`src/rtl/drop_time_sqrt_if.sv`:
```
// rtl/drop_time_sqrt_if.sv - handshake bundle between height estimator, sqrt stage and consumer
//
// Ports carried:
//   height    [7:0]  unsigned height from the estimator
//   in_valid         height is valid
//   in_ready         sqrt stage can accept a new height
//   t_act     [15:0] fixed-point drop time, zero-extended
//   out_valid        t_act is valid
//   out_ready        consumer accepts t_act
// Modports: slave = sqrt stage view, master = upstream/downstream (bench) view.
interface drop_time_sqrt_if;
    logic [7:0]  height;
    logic        in_valid;
    logic        in_ready;
    logic [15:0] t_act;
    logic        out_valid;
    logic        out_ready;

    modport slave (
        input  height, in_valid, out_ready,
        output in_ready, t_act, out_valid
    );

    modport master (
        output height, in_valid, out_ready,
        input  in_ready, t_act, out_valid
    );
endinterface

```
`src/rtl/drop_time_sqrt.sv`:
```
// rtl/drop_time_sqrt.sv - sequential restoring square root, t_act = sqrt(height) in fixed point
//
// Computes t_act = floor(sqrt(height) * 2^FRAC_BITS), one root bit per clock.
// Optional macro DROP_TIME_ROUND_EN adds one ROUND cycle that rounds to nearest.
//
// Ports:
//   clk    system clock, rising edge
//   rst_n  asynchronous active-low reset
//   bus    drop_time_sqrt_if.slave: height/in_valid/in_ready in,
//          t_act/out_valid/out_ready out
// Parameter:
//   FRAC_BITS  fractional bits of t_act, 0..12
module drop_time_sqrt #(
    parameter int FRAC_BITS = 8
) (
    input  logic              clk,
    input  logic              rst_n,
    drop_time_sqrt_if.slave   bus
);
    localparam int RW = 4 + FRAC_BITS;      // root width
    localparam int MW = 6 + FRAC_BITS;      // remainder width
    localparam int DW = 8 + 2 * FRAC_BITS;  // radicand width

    localparam logic [1:0] S_IDLE  = 2'd0;
    localparam logic [1:0] S_CALC  = 2'd1;
    localparam logic [1:0] S_DONE  = 2'd2;
`ifdef DROP_TIME_ROUND_EN
    localparam logic [1:0] S_ROUND = 2'd3;
`endif

    logic [1:0]    state;
    logic [DW-1:0] rad;
    logic [RW-1:0] root;
    logic [MW-1:0] rem;
    logic [4:0]    cnt;

    // One restoring step: bring in the next radicand digit pair and
    // try subtracting (root<<2)|1.
    logic [MW+1:0] rem_sh;
    logic [MW+1:0] trial;
    logic [MW-1:0] rem_next;
    logic [RW-1:0] root_next;

    always_comb begin
        rem_sh    = {rem, rad[DW-1 -: 2]};
        trial     = {2'b00, root, 2'b01};
        rem_next  = rem_sh[MW-1:0];
        root_next = {root[RW-2:0], 1'b0};
        if (rem_sh >= trial) begin
            rem_next  = MW'(rem_sh - trial);
            root_next = {root[RW-2:0], 1'b1};
        end
    end

    always_ff @(posedge clk or negedge rst_n) begin
        if (!rst_n) begin
            state <= S_IDLE;
            rad   <= '0;
            root  <= '0;
            rem   <= '0;
            cnt   <= '0;
        end else begin
            case (state)
                S_IDLE: begin
                    if (bus.in_valid) begin
                        rad   <= DW'(bus.height) << (2 * FRAC_BITS);
                        root  <= '0;
                        rem   <= '0;
                        cnt   <= 5'(RW);
                        state <= S_CALC;
                    end
                end
                S_CALC: begin
                    rad  <= rad << 2;
                    rem  <= rem_next;
                    root <= root_next;
                    cnt  <= cnt - 5'd1;
                    if (cnt == 5'd1) begin
`ifdef DROP_TIME_ROUND_EN
                        state <= S_ROUND;
`else
                        state <= S_DONE;
`endif
                    end
                end
`ifdef DROP_TIME_ROUND_EN
                S_ROUND: begin
                    // rem > root means the true root's next bit is 1, i.e. the
                    // fraction is above one half. At FRAC_BITS=0 a near-16 root
                    // would need a fifth bit, so the result saturates instead.
                    if ((MW'(root) < rem) && !(&root)) begin
                        root <= root + RW'(1);
                    end
                    state <= S_DONE;
                end
`endif
                S_DONE: begin
                    if (bus.out_ready) begin
                        state <= S_IDLE;
                    end
                end
                default: state <= S_IDLE;
            endcase
        end
    end

    assign bus.in_ready  = (state == S_IDLE);
    assign bus.out_valid = (state == S_DONE);
    assign bus.t_act     = 16'(root);

endmodule

```
`src/flat_wrapper.sv`:
```
// flat-port wrapper written by rule: the top's interface ports become plain ports
module drop_time_sqrt_flat 
#(
    parameter int FRAC_BITS = 8
)
  (clk, rst_n, bus_height, bus_in_valid, bus_out_ready, bus_in_ready, bus_t_act, bus_out_valid);
  drop_time_sqrt_if bus_i ();
  input  logic clk;
  input  logic rst_n;
  input wire logic [$bits(bus_i.height)-1:0] bus_height;
  input wire logic [$bits(bus_i.in_valid)-1:0] bus_in_valid;
  input wire logic [$bits(bus_i.out_ready)-1:0] bus_out_ready;
  output wire logic [$bits(bus_i.in_ready)-1:0] bus_in_ready;
  output wire logic [$bits(bus_i.t_act)-1:0] bus_t_act;
  output wire logic [$bits(bus_i.out_valid)-1:0] bus_out_valid;
  assign bus_i.height = bus_height;
  assign bus_i.in_valid = bus_in_valid;
  assign bus_i.out_ready = bus_out_ready;
  assign bus_in_ready = bus_i.in_ready;
  assign bus_t_act = bus_i.t_act;
  assign bus_out_valid = bus_i.out_valid;
  drop_time_sqrt #(.FRAC_BITS(FRAC_BITS)) u_core (.clk(clk), .rst_n(rst_n), .bus(bus_i));
endmodule
```
`config.mk`:
```
export PLATFORM = sky130hd
export DESIGN_NAME = drop_time_sqrt_flat
export DESIGN_NICKNAME = d
export VERILOG_FILES = /design/src/rtl/drop_time_sqrt_if.sv /design/src/rtl/drop_time_sqrt.sv /design/src/flat_wrapper.sv
export SDC_FILE = /design/constraint.sdc
export NUM_CORES = 1
export LEC_CHECK = 0
export CAP_MARGIN = 20
export CORE_MARGIN = 5
export CORE_UTILIZATION = 60
export DETAILED_ROUTE_END_ITERATION = 10
export GPL_TIMING_DRIVEN = 0
export PLACE_DENSITY = 0.91
export SLEW_MARGIN = 15
export SYNTH_ARGS = -nofsm -noshare
export SYNTH_HDL_FRONTEND = slang
export SYNTH_SLANG_ARGS = --single-unit
```
`constraint.sdc`:
```
create_clock -name clk -period 4.65 [get_ports clk]
set_input_delay 0.93 -clock clk [delete_from_list [all_inputs] [get_ports clk]]
set_output_delay 0.93 -clock clk [all_outputs]
set_load 0.05 [all_outputs]
```
---- Word level (Yosys, flattened, before mapping) ----
Index checks and enable logic that the tools add are counted.
storage, ports and cells
  register bits ........................... 57
  logic and storage cells ................. 32
cells by class
  add/sub/neg operators ................... 2
  $lt $le $gt $ge ......................... 1
  eq/ne operators ......................... 6
  reduce and logical (&&, ||, !) cells .... 4
  mux-type cells .......................... 14
operators with widths
  cell                                                    count
  case mux 24 bit (2 select lines)                        1
  two-way mux 14 bit                                      2
  case mux 14 bit (2 select lines)                        1
  two-way mux 24 bit                                      1
  case mux 12 bit (2 select lines)                        1
  greater-or-equal comparator 16 x 14 -> 1 bit            1
  subtractor 14 bit                                       1
  two-way mux 12 bit                                      1
  case mux 5 bit (2 select lines)                         1
  two-way mux 2 bit                                       3
  case mux 2 bit (3 select lines)                         1
  equality test 5 x 1 -> 1 bit (second input constant)    1
  two-way mux 5 bit                                       1
  subtractor 5 x 1 -> 5 bit (second input constant)       1
  inequality test 2 bit (second input constant)           2
  AND reduction 3 bit                                     1
  equality test 2 x 1 -> 1 bit (second input constant)    1
  equality test 2 bit (second input constant)             1
  logical NOT 2 bit                                       1
  inequality test 2 x 1 -> 1 bit (second input constant)  1
  AND reduction 2 bit                                     1
  nonzero test 2 bit                                      1
  two-way mux 1 bit                                       1

---- Depth between registers and ports, before layout ----
  depth after elaboration ................. 3
  gate-level depth with buffers ........... 10
  gate-level depth less buffers ........... 8

---- Least setup slack after synthesis ----
OpenSTA, ideal clock, no wires.
  path type ............................... reg-to-reg
  start point ............................. register u_core.root[8]
  end point ............................... register u_core.rem[1]
  data arrival time ....................... 2.266 ns
  cell stages (with the launch flop) ...... 11
  data required time ...................... 4.528 ns
  setup time .............................. 0.122 ns
  path slack .............................. 2.263 ns
  path through ............................ dfrtp_1 inv_1 ha_1 buf_4 and3_4 and3_1 o21ai_2 a31o_1 buf_6 nand3_1 a32o_1
on the way
  word-level cells in the longest chain between the ends .. 3
ends and longest elaborated chain
  what                                          RTL line              source
  from (decl)                                   drop_time_sqrt.sv:33  logic [RW-1:0] root;
  from (signal assigned)                        drop_time_sqrt.sv:76  root <= root_next;
  greater-or-equal comparator 16 x 14 -> 1 bit  drop_time_sqrt.sv:49  if (rem_sh >= trial) begin
  two-way mux 14 bit                            drop_time_sqrt.sv:49
  case mux 14 bit (2 select lines)              drop_time_sqrt.sv:63  case (state)
  to (signal assigned)                          drop_time_sqrt.sv:75  rem <= rem_next;
  to (decl)                                     drop_time_sqrt.sv:34  logic [MW-1:0] rem;
No other way between the ends.
A chain may end at the register's enable or synchronous reset.

---- Worst setup path after layout ----
  start point ............................. register u_core.state[1]
  end point ............................... output port bus_out_valid
on the way
  word-level cells in the longest chain between the ends .. 1
ends and longest elaborated chain
  what                    RTL line               source
  from (decl)             drop_time_sqrt.sv:31   logic [1:0] state;
  from (signal assigned)  drop_time_sqrt.sv:57   state <= S_IDLE;
  from (signal assigned)  drop_time_sqrt.sv:70   state <= S_CALC;
  from (signal assigned)  drop_time_sqrt.sv:82   state <= S_DONE;
  equality test 2 bit     drop_time_sqrt.sv:108  assign bus.out_valid = (state == S_DONE);
  to (decl)               flat_wrapper.sv:15     output wire logic [$bits(bus_i.out_valid)-1:0] bus_out_valid;
No other way between the ends.

==> impl_metrics.yaml <==
layout:
  drive_above_1_share_pct: 9.688
  final.fill_count: 295
  final_cell_mix: "45 x nand2_1, 41 x dfrtp_1, 24 x o21ai_0, 24 x clkdlybuf4s50_1, 18 x inv_1"
  layout_commonest_cell: "nand2_1"
  final_nets: 347
  diodes: 0
  final_util_pct: 73.91
  synthToLayoutAreaGrowth_pct: 16.56
critical_path:
  cp-end-kind: "primary output"
  rr_worst_depth: 8
  startpoint: "u_core.state[1]"
  r2r-start: "u_core.root[0]"
  worstPathRequired_ns: 3.72
  crit_fanout: 10
  start_kind: "flop"
  critical_path.reg2reg.endpoint: "u_core.rem[9]"
  path_class: "flop to primary output"
  cp_data_arrival_time_ns: 2.02
  r2r_slack_ns: 2.40
job:
  max_cap_violations: 0
clock_tree:
  cts_hold_buf: 0
  ctsResizeCount: 0
  cts_max_level: 2
  numCtsBuffers: 5
  cts_setup_buffers: 0
  cts_sinks: 41
  clk_pin_slew_ns: 0.08
  clk_latency_ns: 0.29
  cts_buffer_depth: 2
  cts-root-buf: "clkbuf_8"
  cts_tree: "yes"
timing:
  final_max_slew_viol_count: 0
  fin_skew_ns: 0.005142
  finalCritPeriodShare_pct: 63.52
  tightest_slew_ns: 0.7707
  finalCriticalPeriod_ns: 2.954
  rsz0062_at_grt: "no"
  relSlewSlack_pct: 48.52
  final-hold-violation-count: 0
  setup_viol: 0
  max_freq_mhz: 338.6
  fin_tns_setup_ns: 0
drt:
  drt_iter0_drc: 145
  wl_microns: 6021
  detail-route-antenna-nets: 0
  dr.pass1.iters: 4
  via_per_inst: 6.062
  drc: 0
  wl_per_cell_microns: 16.27
  vias: 2243
die:
  io_pins: 30
  die_x_microns: 75.72
  start_util_pct: 63.41
  design.die.area_sq_mm: 0.005733
  fp-row-count: 23
  die_h_microns: 75.72
  core_region_area_sq_mm: 0.004086
status:
  status: "completed"
global_route:
  antenna_found_initial: 0
  grt_start_max_net_pins: 22
  overflow: 0
  grt_usage_pct: 24.31
  grt_pass1_vias: 2297
  grt_pass1_wl_microns: 10520
yosys:
  synth_seq_area_share_pct: 39.59
  synth_enable_flop_cells: 0
  netlist_area_sq_mm: 0.002591
  yosys_warnings: 0
  synthCells: 283
  synth_flop_cell: "dfrtp_1"
  synthDistinctLibCells: 50
  synthArstFlopShare_pct: 100.0
  avgSynthCellArea_sq_um: 9.156
  ys_ff_latch: 41
worst_hold_path:
  holdPathStages: 2
  hold_end: "u_core.rad[20]"
  hp-start: "u_core.rad[20]"
  hold_class: "flop to flop"
place:
  hpwl_microns: 4567
  numPortBuffers: 25
  gp_congestion: 0.9559
[logic make-up (layout without fill, tap and decap cells)]
family,count (synthesis),in the layout,share of synthesized area [%]
AO/OA/AOI/OAI,85,85,24.63
XOR/XNOR,9,9,3.042
adder cells (fa/ha/maj),16,16,7.726
buffers and inverters,35,69,6.132
flip-flops,41,41,39.59
multiplexers,1,1,0.3863
other,1,4,0.1447
AND/OR/NAND/NOR,95,95,18.35
[final cells by class]
cell class              instances  area, sq um  share of cell area [%]
repair buffers                 26        272.8                   9.031
plain buffers                  17        91.34                   3.024
well taps                      50        62.56                   2.071
multi-input cells             210         1418                   46.93
flip-flops and latches         41         1026                   33.97
clock buffers                   6        72.57                   2.403
clock inverters                 2        10.01                  0.3314
inverters                      18        67.56                   2.237
[synth_stat cells, types with 3 or more instances]
cell type	n	share of area [%]
nor2b_1	6	1.4
o21ai_2	3	1.0
clkbuf_1	10	1.4
ha_1	16	7.7
dfrtp_1	41	40
a21oi_1	12	2.3
nand4_1	8	1.9
a22o_1	3	1.0
inv_1	18	2.6
nor2_1	5	0.72
and3_1	3	0.72
xnor2_1	7	2.4
a22oi_1	6	1.7
o21ai_1	3	0.58
o311ai_2	4	2.5
o211ai_1	8	2.3
buf_4	5	1.4
nand2b_1	5	1.2
nor3_1	6	1.2
a21o_1	5	1.4
nand2_1	45	6.5
o21ai_0	24	4.6
nand3_1	4	0.77
[worst max-delay path by stage]
| stage | slack (ns) | end |
|---|---|---|
| global route | 1.58 | bus_out_valid |
| floorplan | 2.26 | u_core.rem[1] |
| detailed placement | 1.87 | u_core.rem[4] |
| finish | 1.70 | bus_out_valid |
| CTS | 1.69 | bus_out_valid |
| global placement | 1.60 | u_core.rad[16] |
[routing by layer]
layer / global-route usage [%] / routed length (microns) / vias up
met5: 0 / 0 / -
met4: 7.961 / 114 / 0
met3: 5.013 / 345 / 12
met2: 41.61 / 3081 / 71
met1: 30.75 / 2479 / 1079
li1: - / - / 1081
[sequential cells by signal (all words and copies together) (netlist names)]
register and count:
u_core.rem 14, u_core.rad 8, u_core.state 2, u_core.root 12
u_core.cnt 5
[worst max-delay path, cell delays in order (launching register included)]
cell	delay (ns)
dfrtp_1	0.37
clkbuf_1	0.30
nor2b_1	0.23
clkdlybuf4s50_1	0.83
[through the flow]
step	cells	cell area, sq um	hold slack [ns]	setup slack (ns)
CTS	370	3020	0.4937	1.686
global placement	361	2915	0.4626	1.595
finish	370	3020	0.4940	1.696
global route	370	3020	0.5326	1.581
floorplan	286	2603	0.4502	2.263
detailed placement	362	2938	0.4758	1.870
Power is left out: the tool's default activity adds up to more than one toggle a clock period on the data nets, which glitch-free logic cannot reach.
